==> config.mk <==
export PLATFORM = sky130hd
export DESIGN_NAME = img_rx_writer
export DESIGN_NICKNAME = d
export VERILOG_FILES = /design/src/rtl/img_rx_writer.sv
export SDC_FILE = /design/constraint.sdc
export NUM_CORES = 1
export LEC_CHECK = 0
export CORE_ASPECT_RATIO = 0.75
export CORE_MARGIN = 3
export CORE_UTILIZATION = 43
export CTS_BUF_LIST = sky130_fd_sc_hd__clkbuf_8
export CTS_CLUSTER_DIAMETER = 30
export DETAILED_ROUTE_END_ITERATION = 16
export PLACE_DENSITY = 0.89
export SKIP_LAST_GASP = 1
export SYNTH_ARGS = -nofsm -noshare
export SYNTH_HDL_FRONTEND = slang
export SYNTH_SLANG_ARGS = --single-unit
==> constraint.sdc <==
create_clock -name clk -period 1.9 [get_ports clk]
set_clock_uncertainty 0.2 [all_clocks]
set_input_delay 0.38 -clock clk [delete_from_list [all_inputs] [get_ports clk]]
set_output_delay 0.38 -clock clk [all_outputs]
set_load 0.005 [all_outputs]
==> src/rtl/img_rx_writer.sv <==
// Streams valid/ready pixel beats into image SRAM at raster (row, col, channel) addresses.
// Zero-latency write path; optional sticky overrun flag under IMG_RX_OVERRUN_EN.
module img_rx_writer #(
  parameter int DATA_W = 8,
  parameter int ROW_W  = 8,
  parameter int COL_W  = 8,
  parameter int NCH    = 1,
  parameter int CH_W   = (NCH > 1) ? $clog2(NCH) : 1
) (
  input  logic              clk,
  input  logic              rstn,
  input  logic              start,
  input  logic              abort,
  input  logic [ROW_W-1:0]  row_last,
  input  logic [COL_W-1:0]  col_last,
  input  logic              col_major,
  input  logic              s_valid,
  input  logic [DATA_W-1:0] s_data,
  output logic              s_ready,
  output logic              busy,
  output logic              done,
  output logic              overrun,
  output logic              sram_se,
  output logic              sram_we,
  output logic [CH_W-1:0]   sram_bank,
  output logic [ROW_W-1:0]  sram_row,
  output logic [COL_W-1:0]  sram_col,
  output logic [DATA_W-1:0] sram_din
);

  typedef enum logic [1:0] {IDLE, RUN, DONE} state_t;

  localparam logic [CH_W-1:0] CH_LAST = CH_W'(NCH - 1);

  state_t           state, state_nxt;
  logic [CH_W-1:0]  ch, ch_nxt;
  logic [ROW_W-1:0] row, row_nxt, rl_q, rl_nxt;
  logic [COL_W-1:0] col, col_nxt, cl_q, cl_nxt;
  logic             cm_q, cm_nxt;
  logic             beat;

  always_ff @(posedge clk or negedge rstn) begin
    if (!rstn) begin
      state <= IDLE;
      ch    <= '0;
      row   <= '0;
      col   <= '0;
      rl_q  <= '0;
      cl_q  <= '0;
      cm_q  <= 1'b0;
    end else begin
      state <= state_nxt;
      ch    <= ch_nxt;
      row   <= row_nxt;
      col   <= col_nxt;
      rl_q  <= rl_nxt;
      cl_q  <= cl_nxt;
      cm_q  <= cm_nxt;
    end
  end

  always_comb begin
    state_nxt = state;
    ch_nxt    = ch;
    row_nxt   = row;
    col_nxt   = col;
    rl_nxt    = rl_q;
    cl_nxt    = cl_q;
    cm_nxt    = cm_q;
    beat      = 1'b0;
    busy      = 1'b0;
    done      = 1'b0;
    s_ready   = 1'b0;

    case (state)
      IDLE: begin
        if (start) begin
          state_nxt = RUN;
          rl_nxt    = row_last;
          cl_nxt    = col_last;
          cm_nxt    = col_major;
          ch_nxt    = '0;
          row_nxt   = '0;
          col_nxt   = '0;
        end
      end
      RUN: begin
        busy    = 1'b1;
        s_ready = ~abort;
        beat    = s_valid & ~abort;
        if (beat) begin
          if (ch != CH_LAST) begin
            ch_nxt = ch + CH_W'(1);
          end else begin
            ch_nxt = '0;
            if (row == rl_q && col == cl_q) begin
              state_nxt = DONE;
              row_nxt   = '0;
              col_nxt   = '0;
            end else if (!cm_q) begin
              // row-major: column is the fast index
              if (col == cl_q) begin
                col_nxt = '0;
                row_nxt = row + ROW_W'(1);
              end else begin
                col_nxt = col + COL_W'(1);
              end
            end else begin
              if (row == rl_q) begin
                row_nxt = '0;
                col_nxt = col + COL_W'(1);
              end else begin
                row_nxt = row + ROW_W'(1);
              end
            end
          end
        end
      end
      DONE: begin
        done      = 1'b1;
        state_nxt = IDLE;
      end
      default: state_nxt = IDLE;
    endcase

    // abort outranks start and any in-flight beat
    if (abort) begin
      state_nxt = IDLE;
      ch_nxt    = '0;
      row_nxt   = '0;
      col_nxt   = '0;
    end
  end

  assign sram_se   = 1'b1;
  assign sram_we   = beat;
  assign sram_bank = ch;
  assign sram_row  = row;
  assign sram_col  = col;
  assign sram_din  = s_data;

`ifdef IMG_RX_OVERRUN_EN
  logic start_acc;
  logic ovr_q;

  assign start_acc = (state == IDLE) & start & ~abort;

  always_ff @(posedge clk or negedge rstn) begin
    if (!rstn) begin
      ovr_q <= 1'b0;
    end else if (start_acc) begin
      ovr_q <= 1'b0;
    end else if (s_valid && state != RUN && !start) begin
      ovr_q <= 1'b1;
    end
  end

  assign overrun = ovr_q;
`else
  assign overrun = 1'b0;
`endif

endmodule

After elaboration in Yosys (flattened, before gate mapping) --
Index checks and enable logic that the tools add are counted.
Word-level totals: bits in registers 36, bits in latches 0, RAM bits 0, ROM bits 0, input bits 30, output and inout bits 31, word-level logic and storage cells 62, memories kept 0
Cells by class: add/sub/neg operators 3, multiply operators 0, divide/modulo/power cells 0, $lt $le $gt $ge 0, equal/unequal tests 10, shift-type cells 0, mux-type cells 32, bitwise logic cells 2, reductions and logical operators 8
Operators with widths (number):
- $mux 8 | 15
- $pmux 8 s2 | 2
- $add 8x1->8 const B | 2
- $eq 8x8->1 | 2
- $ne 3x3->1 const B | 4
- $mux 2 | 5
- $ne 5x5->1 const B | 2
- $reduce_and 5->1 | 2
- $mux 1 | 8
- $pmux 2 s2 | 1
- $reduce_and 4->1 | 1
- $reduce_and 3->1 | 1
- $reduce_bool 3->1 | 1
- $eq 2x1->1 const B | 1
- $eq 2x2->1 const B | 1
- $logic_not 2->1 | 1
- $pmux 1 s2 | 1
- $reduce_and 2->1 | 1
- $add 1x1->1 const B | 1
- $and 1x1->1 | 1
- $logic_and 1x1->1 | 1
- $not 1->1 | 1

Logic depth before layout (Yosys ltp) --
Gate-level depths: netlist (run 1).
depth after elaboration 8, mapped depth 7, gate-level depth less buffers 6

Worst setup path after synthesis (run 1) --
No wires, ideal clock.
path type register -> register, start point register row[6] (netlist: sram_row[6]), end point register col[2] (netlist: sram_col[2]), setup time 0.066 ns, arrival 1.732 ns, data required time 1.634 ns, slack -0.099 ns, cell stages (with the launch flop) 7, buffers on the path 1, clock period less this slack 1.999 ns, cells stage by stage dfrtp_1 > xor2_1 > nor4_2 > nand2_1 > buf_2 > a2111oi_0 > a221o_1
Between the ends: cells in the longest elaborated chain, start to end 7, elaborated cells on any way between the ends 9, those cells by class eq/ne: 2; mux: 5; reduce/logical: 2
Ends and longest elaborated chain:
- start: declaration | RTL line 37 | logic [ROW_W-1:0] row, row_nxt, rl_q, rl_nxt;
- start signal: assignment | RTL line 54 | row <= row_nxt;
- $eq 8x8->1 * | RTL line 96, 109
- $logic_and 1x1->1 | RTL line 96 | if (row == rl_q && col == cl_q) begin
- $mux 8 | RTL line 96
- $mux 8 | RTL line 92 | if (ch != CH_LAST) begin
- $mux 8 | RTL line 91 | if (beat) begin
- $pmux 8 s2 | RTL line 75 | case (state)
- $mux 8 | RTL line 127 | if (abort) begin
- end signal: assignment | RTL line 55 | col <= col_nxt;
- end: declaration | RTL line 38 | logic [COL_W-1:0] col, col_nxt, cl_q, cl_nxt;
Mark *: on every way between the ends. The rest lies on a longest branch, timed or not. The select of a mux whose other input is x is not followed. A chain may end at the register's enable or synchronous reset.

Final worst setup path (run 1) --
start point register col[3] (netlist: sram_col[3]), end point register row[5] (netlist: sram_row[5])
Between the ends: cells in the longest elaborated chain, start to end 7, elaborated cells on any way between the ends 9, those cells by class eq/ne: 2; mux: 5; reduce/logical: 2
Ends and longest elaborated chain (RTL line):
- $eq 8x8->1 * | 96, 102
- $logic_and 1x1->1 | 96
- $mux 8 | 96
- $mux 8 | 92
- $mux 8 | 91
- $pmux 8 s2 | 75
- $mux 8 | 127
Marked as above.

==> impl_results.md, run 1 <==
- Internal portion of total power: between 1 and 1.5 mW
- Max incr delay on CP: 0.43 ns
- Clock net sink count: 35
- Arrival @ worst endpoint: 2.06 ns
- Kind of cell adding the most delay to the critical path: simple AND/OR/NAND/NOR gates
- Largest vdd supply drop: 0.589 mV
- Part of the cycle the worst path needs: 107%
- Setup CP Type: flip-flop to flip-flop
- Maximum buffer depth of the clock tree: 2
- Reg2reg end: sram_row[5]$_DFFE_PN0P_
- Area delta synth->final: 56.8%
- DRC Markers: 0
- Vias: between 1,500 and 2,000
- FF+latch count, synth: 35
- Portion of total power attributed to sequential cells: about half
- Number of standard cells after synthesis: 171
- Number of buffer cells added on primary ports: 41
- Startpoint of the worst-slack reg-to-reg timing path: sram_col[3]$_DFFE_PN0P_
- Net count of the finished layout: 295
- Vert. Die Dim: 63.9 um
- Clk Latency, worst-skew pair: 0.29 ns
- RD Place Congestion: 0.913
- Worst hold path type: input port to async pin
- Pin count of the biggest net entering global routing: 36
- Power density relative to cell area: 567 mW/mm^2
- Worst hold slack across all endpoints: 0.289 ns
- Most common cell after layout, fill and taps aside: sky130_fd_sc_hd__buf_4
- Total design power: 1.71 mW
- Num CTS Buffers: 5
- Result of the run: finished with violations
- Antenna violations before repair: 0
- Reg2Reg Depth: 7
- Maximum achievable frequency: 490 MHz
- Total global routing track utilization: between 20 and 25%
- Type of element capturing the critical path: flip-flop
- Std cell rows: 20
- Setup total negative slack: -1.41 ns
- Library cell contributing the largest single delay on the critical path: sky130_fd_sc_hd__dfrtp_1
- Switching power as a share of total power: 26.9%
- Highest fanout seen on the critical path: 7
- Share of final-layout standard cells stronger than drive strength 1: 38.3%
- Number of global-route vias before repair: roughly 1,700
- Total congestion overflow after global routing: 0
- Effective utilization at floorplan: approximately 46%
- Switching power of the nets: 0.458 mW
- Sequential-to-total area share from yosys stat: around 46%
- Final core occ: 72.1%
- Mean instance size in the synthesized netlist: 11.2 sq um
- Min Clock Period, post-route: between 2 and 2.5 ns
- Worst-case register-to-register setup slack: -0.14 ns
- Logic gate share of total power: between 20% and 30%
- Total setup violations reported at the end of the flow: 16
- Power share of the clock group: 29.7%
- DIE WIDTH: 83.2 um
- Clock H-tree levels: 2
- Clock root buffer: sky130_fd_sc_hd__clkbuf_8
- Standby leakage power: 1.56 nW
- Most used cells in the layout excluding fill and tap cells: 43 x sky130_fd_sc_hd__buf_4, 35 x sky130_fd_sc_hd__dfrtp_1, 24 x sky130_fd_sc_hd__clkdlybuf4s50_1
- Final WL: 5.62 mm
- Kind of start point of the critical path: flip-flop
- Core area: 0.00418 sq mm
- Number of detailed-route iterations in the first pass: 4
- Cell breakdown of the critical path: xnor2_1, nand4_1, or2_4, buf_6, a221oi_4, buf_6, a221o_1
- Number of filler instances in the final layout: roughly 270
- Half-perimeter wire length after placement: 3.53 mm
- Die footprint: 0.00531 sq mm
- I/O pin count: 61
- Number of distinct library cells after synthesis: 36
- Post-route setup slack: -0.140 ns
- Drt wl/cell: 17.6 um
- Antenna cells: 0
- Failing checks: setup timing
- Most prevalent standard cell on the critical path: sky130_fd_sc_hd__buf_6
- Yosys warnings: 0
- Pins over their slew limit: 0
- Placed Instance Area: 0.00260 sq mm
- Number of max-capacitance violations reported: 0
- Crit path buf inv count: 2
- CP Data Required Time: 1.92 ns
- Initial DRC Count: 123
- Vias per cell: 5.49
- Cell Area, Synth: 0.00192 sq mm
- Final hold vios: 0
- DRT antenna net count: 0
- RSZ-0062 raised after global routing: true
- Final Instance Area: 0.00301 sq mm
- Wire length of the first global-routing pass: 8.57 mm
- Clock-pin transition on the worst setup and hold timing paths: 0.07 ns
- CTS tree: yes
## cell usage after synthesis (all sizes together)
cell type	n	area share (%)
xnor2	9	4.1
a22o	7	3.2
xor2	12	5.5
a2111oi	2	0.91
a21oi	2	0.72
inv	3	0.59
nor2b	4	1.3
a31o	2	0.91
mux2	18	11
o21ai	3	0.78
clkbuf	1	0.20
o211a	5	2.6
dfrtp	35	46
nor3b	2	1.0
nand4	2	0.65
o32ai	1	0.46
a221o	7	3.6
conb	2	0.39
ha	2	1.3
or2	1	0.33
nand2b	1	0.33
a211oi	1	0.39
a221oi	1	0.78
and2	1	0.33
nand2	10	2.0
nand3	6	1.6
buf	14	5.0
nor3	6	1.6
nor4	2	1.3
nor2	7	1.4
and3	2	0.65
## power by group through the flow
stage | clock network [mW] | logic [mW] | registers (mW)
final | 0.508 | 0.352 | 0.847
after global routing | 0.548 | 0.379 | 0.852
after CTS | 0.517 | 0.330 | 0.845
after detailed placement | 0 | 0.294 | 0.860
after global placement | 0 | 0.283 | 0.854
after floorplan | 0 | 0.174 | 0.849
## logic make-up after synthesis
| family | Yosys count | synth area share, % |
|---|---|---|
| XOR/XNOR | 21 | 9.58 |
| adder cells (fa/ha/maj) | 2 | 1.30 |
| AND/OR/NAND/NOR | 44 | 12.4 |
| other | 2 | 0.391 |
| AO/OA/AOI/OAI | 31 | 14.4 |
| multiplexers | 18 | 10.6 |
| buffers and inverters | 18 | 5.80 |
| flip-flops | 35 | 45.6 |
## per-layer routing
metal	GRT usage, %	vias to the layer above	wire length, um
met4	10.6	0	196
met5	0	-	0
li1	-	797	-
met1	25.4	861	2440
met3	4.25	21	318
met2	34.3	73	2670
## through the flow
step	setup slack, ns	instances
floorplan	-0.0757	172
global placement	-0.395	288
detailed placement	-0.489	288
CTS	-0.0865	311
global route	-0.225	319
finish	-0.140	319
## cell type report
| type | count | area, sq um | share of cell area, % |
|---|---|---|---|
| Tap cell | 55 | 68.8 | 2.29 |
| Timing Repair Buffer | 99 | 908 | 30.2 |
| Clock inverter | 3 | 12.5 | 0.415 |
| Sequential cell | 35 | 876 | 29.1 |
| Multi-Input combinational cell | 119 | 1070 | 35.4 |
| Inverter | 3 | 11.3 | 0.374 |
| Clock buffer | 5 | 68.8 | 2.29 |
## how the worst max path moves through the flow
stage | startpoint | to | slack (ns) | cells past startpoint
floorplan | sram_row[0]$_DFFE_PN0P_ | sram_col[2]$_DFFE_PN0P_ | -0.08 | 6
global route | rl_q[0]$_DFFE_PN0P_ | sram_row[2]$_DFFE_PN0P_ | -0.23 | 7
global placement | abort | sram_we | -0.40 | 5
finish | sram_col[3]$_DFFE_PN0P_ | sram_row[5]$_DFFE_PN0P_ | -0.14 | 7
CTS | rl_q[6]$_DFFE_PN0P_ | sram_col[2]$_DFFE_PN0P_ | -0.09 | 6
detailed placement | abort | sram_col[5]$_DFFE_PN0P_ | -0.49 | 9
## timing repair
item / 4_1_cts / 5_1_grt
setup endpoints to repair: 30 / 28
pin swaps: 15 / 9
hold buffers: 0 / 0
cloned: 1 / 0
setup buffers: 16 / 8
gates resized for setup: 30 / 23
## state kept, by name, indices dropped and copies added (netlist names)
register / count
rl_q: 8
sram_row: 8
state: 2
cl_q: 8
cm_q: 1
sram_col: 8
Note: power is estimated with default switching activity, not from simulation.
==> run 2, diff against run 1 <==
--- a/config.mk
+++ b/config.mk
@@ -5,13 +5,14 @@
 export SDC_FILE = /design/constraint.sdc
 export NUM_CORES = 1
 export LEC_CHECK = 0
+export ABC_AREA = 1
 export CORE_ASPECT_RATIO = 0.75
 export CORE_MARGIN = 3
-export CORE_UTILIZATION = 43
+export CORE_UTILIZATION = 46
 export CTS_BUF_LIST = sky130_fd_sc_hd__clkbuf_8
 export CTS_CLUSTER_DIAMETER = 30
 export DETAILED_ROUTE_END_ITERATION = 16
-export PLACE_DENSITY = 0.89
+export PLACE_DENSITY = 0.9
 export SKIP_LAST_GASP = 1
 export SYNTH_ARGS = -nofsm -noshare
 export SYNTH_HDL_FRONTEND = slang
==> impl_results.md, run 2 <==
- Result of the run: finished, final reports clean
- Reg2Reg Depth: 11 (+4)
- Power density relative to cell area: 894 mW/mm^2 (+58%)
- Num CTS Buffers: 5 (unchanged)
- Sequential-to-total area share from yosys stat: 36.4% (-9.2 points)
- Multiplexer area fraction after synthesis: 1.40% (-9.2 points)
- Number of distinct library cells after synthesis: 27 (-25%)
- Ranking of synthesized cells by area: sky130_fd_sc_hd__dfrtp_1 36%, sky130_fd_sc_hd__nand2_1 19%, sky130_fd_sc_hd__inv_1 8.6%
- DRC Markers: 0 (unchanged)
- Drt wl/cell: 12.6 um (-28%)
- Net count of the finished layout: 446 (+51%)
- Maximum buffer depth of the clock tree: 2 (unchanged)
- Mean instance size in the synthesized netlist: 6.86 sq um (-39%)
- Final hold vios: 0 (unchanged)
- Simple-gate share of the synthesized area: 35.3% (+23 points)
- Number of max-capacitance violations reported: 0 (unchanged)
- Final std cells w/o fill: 487 (+53%)
- DRT antenna net count: 0 (unchanged)
- Clock H-tree levels: 2 (unchanged)
- Part of the cycle the worst path needs: 97.7% (-9.7 points)
- Half-perimeter wire length after placement: 4.20 mm (+19%)
- Most frequent cell after synthesis: sky130_fd_sc_hd__nand2_1
- Cell Area, Synth: 0.00241 sq mm (+25%)
- DIE WIDTH: 89.6 um (+7.7%)
- Clock-pin transition on the worst setup and hold timing paths: 0.08 ns (about the same)
- CP Data Required Time: 1.88 ns (-0.04 ns)
- Number of filler instances in the final layout: 414 (+51%)
- Clock root buffer: sky130_fd_sc_hd__clkbuf_8
- Pin count of the biggest net entering global routing: 36 (unchanged)
- Worst-case register-to-register setup slack: 0.04 ns (+0.18 ns)
- Total congestion overflow after global routing: 0 (unchanged)
- Number of buffer cells added on primary ports: 41 (unchanged)
- Share of the synthesized area in compound gates (AO/OA/AOI/OAI): 5.56% (-8.8 points)
- Type of element capturing the critical path: flip-flop
- Total setup violations reported at the end of the flow: 0 (-16)
- Highest fanout seen on the critical path: 4 (-3)
- Most prevalent standard cell on the critical path: sky130_fd_sc_hd__buf_4
- Antenna violations before repair: 0 (unchanged)
- Largest vdd supply drop: 0.580 mV (-1.5%)
- Pins over their slew limit: 0 (unchanged)
- Max incr delay on CP: 0.40 ns (-0.03 ns)
- Number of detailed-route iterations in the first pass: 4 (unchanged)
- Vias per cell: 4.79 (-13%)
- Die footprint: 0.00615 sq mm (+16%)
- Top cell types by occurrence after synthesis: 121 x sky130_fd_sc_hd__nand2_1, 55 x sky130_fd_sc_hd__inv_1, 35 x sky130_fd_sc_hd__dfrtp_1
- Initial DRC Count: 175 (+42%)
- Startpoint of the worst-slack reg-to-reg timing path: state[1]$_DFFE_PN0P_
- Standby leakage power: 1.83 nW (+18%)
- Area used by multi-input combinational logic: 0.00121 sq mm (+14%)
- Final WL: 6.15 mm (+9.3%)
- Kind of start point of the critical path: flip-flop
- Core area: 0.00498 sq mm (+19%)
- Share of final-layout standard cells stronger than drive strength 1: 23.9% (-14 points)
- CTS tree: yes
- Main combinational cell family by area after synthesis: simple AND/OR/NAND/NOR gates
- Vert. Die Dim: 68.7 um (+7.5%)
- Count of flip-flops with a built-in enable after synthesis: 0 (unchanged)
- Area share of xor/xnor cells in the synthesized design: 3.64% (-5.9 points)
- Antenna cells: 0 (unchanged)
- Worst hold path type: input port to async pin
- FFs w/ async S/R, synth: 100% (unchanged)
- Cell accounting for the most synthesized area: sky130_fd_sc_hd__dfrtp_1
- Total design power: 2.91 mW (+71%)
- Most used cells in the layout excluding fill and tap cells: 110 x sky130_fd_sc_hd__nand2_1, 52 x sky130_fd_sc_hd__inv_1, 34 x sky130_fd_sc_hd__clkdlybuf4s50_1
- Adder-Cell Fraction of Synth Area: 1.04% (-0.26 points)
- FF+latch count, synth: 35 (unchanged)
- Effective utilization at floorplan: 48.3% (+2.4 points)
- Yosys warnings: 0 (unchanged)
- Post-Place Cells: 467 (+62%)
- Most common cell after layout, fill and taps aside: sky130_fd_sc_hd__nand2_1
- Arrival @ worst endpoint: 1.84 ns (-0.22 ns)
- RSZ-0062 raised after global routing: true
- Most used flip-flop cell after synthesis: sky130_fd_sc_hd__dfrtp_1
- Reg2reg end: sram_col[0]$_DFFE_PN0P_
- Vias: 2,332 (+33%)
- RD Place Congestion: 0.836 (-8.4%)
- Library cell contributing the largest single delay on the critical path: sky130_fd_sc_hd__dfrtp_1
- Maximum achievable frequency: 539 MHz (+9.9%)
- Wire length of the first global-routing pass: 9.56 mm (+12%)
- Clk Latency, worst-skew pair: 0.31 ns (+0.02 ns)
- Min Clock Period, post-route: 1.86 ns (-0.184 ns)
- Std cell rows: 22 (+10%)
- Number of standard cells after synthesis: 351 (+110%)
- Cell breakdown of the critical path: buf_4, buf_4, nor2_2, nand2_1, nand2_2, inv_2, o21ai_4, buf_4, a21oi_2, nand3_1, nand2_1
- Total global routing track utilization: 20.5% (-0.13 points)
- I/O pin count: 61 (unchanged)
- Area share of the largest cell type after synthesis: 36.4% (-9.2 points)
- Number of global-route vias before repair: 2,170 (+26%)
- Clock net sink count: 35 (unchanged)
- Area taken by flip-flops and latches: 890 sq um (+1.6%)
- Setup CP Type: flip-flop to flip-flop
- Area delta synth->final: 35.2%
- Worst hold slack across all endpoints: 0.237 ns (-0.0519 ns)
## run 2: worst max path at each step
stage / startpoint / to / cells past startpoint
after global routing: sram_col[7]$_DFFE_PN0P_ / sram_row[1]$_DFFE_PN0P_ / 11
after floorplan: sram_col[4]$_DFFE_PN0P_ / sram_row[4]$_DFFE_PN0P_ / 11
final: state[1]$_DFFE_PN0P_ / sram_col[0]$_DFFE_PN0P_ / 11
after detailed placement: abort / sram_we / 5
after global placement: abort / sram_we / 5
after CTS: state[1]$_DFFE_PN0P_ / sram_we / 7
## run 2: timing repair
action / 4_1_cts / 5_1_grt
hold buffers: 0 / 0
buffers inserted: 4 / 7
cloned: 1 / 1
endpoints found under the setup margin: 11 / 31
resized for setup: 10 / 34
pin swaps: 1 / 10
## run 2: per-layer routing
layer / wire, um / global-route usage [%]
met2: 2790 / 32.1
met4: 95 / 6.32
met1: 2770 / 27.0
met5: 0 / 0
met3: 492 / 6.53
## run 2: through the flow
| stage | utilization [%] | cell area [sq um] | setup slack, ns | TNS, ns |
|---|---|---|---|---|
| floorplan | - | 2410 | 0.233 | 0 |
| global placement | 59.2 | 2950 | -0.285 | -3.95 |
| detailed placement | 59.2 | 2950 | -0.338 | -5.39 |
| CTS | 62.4 | 3110 | -0.128 | -0.204 |
| global route | 65.4 | 3260 | -0.0414 | -0.400 |
| finish | 65.4 | 3260 | 0.0435 | 0 |
## run 2: critical path, delay by kind of cell (launching register included)
kind,cells,cell delay (ns)
AO/OA/AOI/OAI,2,0.14
buffers and inverters,4,0.49
flip-flops,1,0.40
AND/OR/NAND/NOR,5,0.50
## run 2: cell families after synthesis
kind of cell | after synthesis
compound gates | 21
xor+xnor | 10
fa+ha+maj | 2
buf+inv | 83
flops | 35
mux | 3
other cells | 2
simple gates | 195
## run 2: area by class of cell
type	count	area share [%]
clock buffer	6	2.54
timing repair buffer	72	21.0
multi-input combinational	235	37.3
tap	72	2.77
clock inverter	2	1.08
inverter	65	7.99
sequential	35	27.3
## run 2: report_power, final
| part | total, mW | switching, mW | internal [mW] |
|---|---|---|---|
| registers | 1.06 | 0.146 | 0.914 |
| logic | 1.14 | 0.639 | 0.500 |
| clock network | 0.715 | 0.290 | 0.425 |
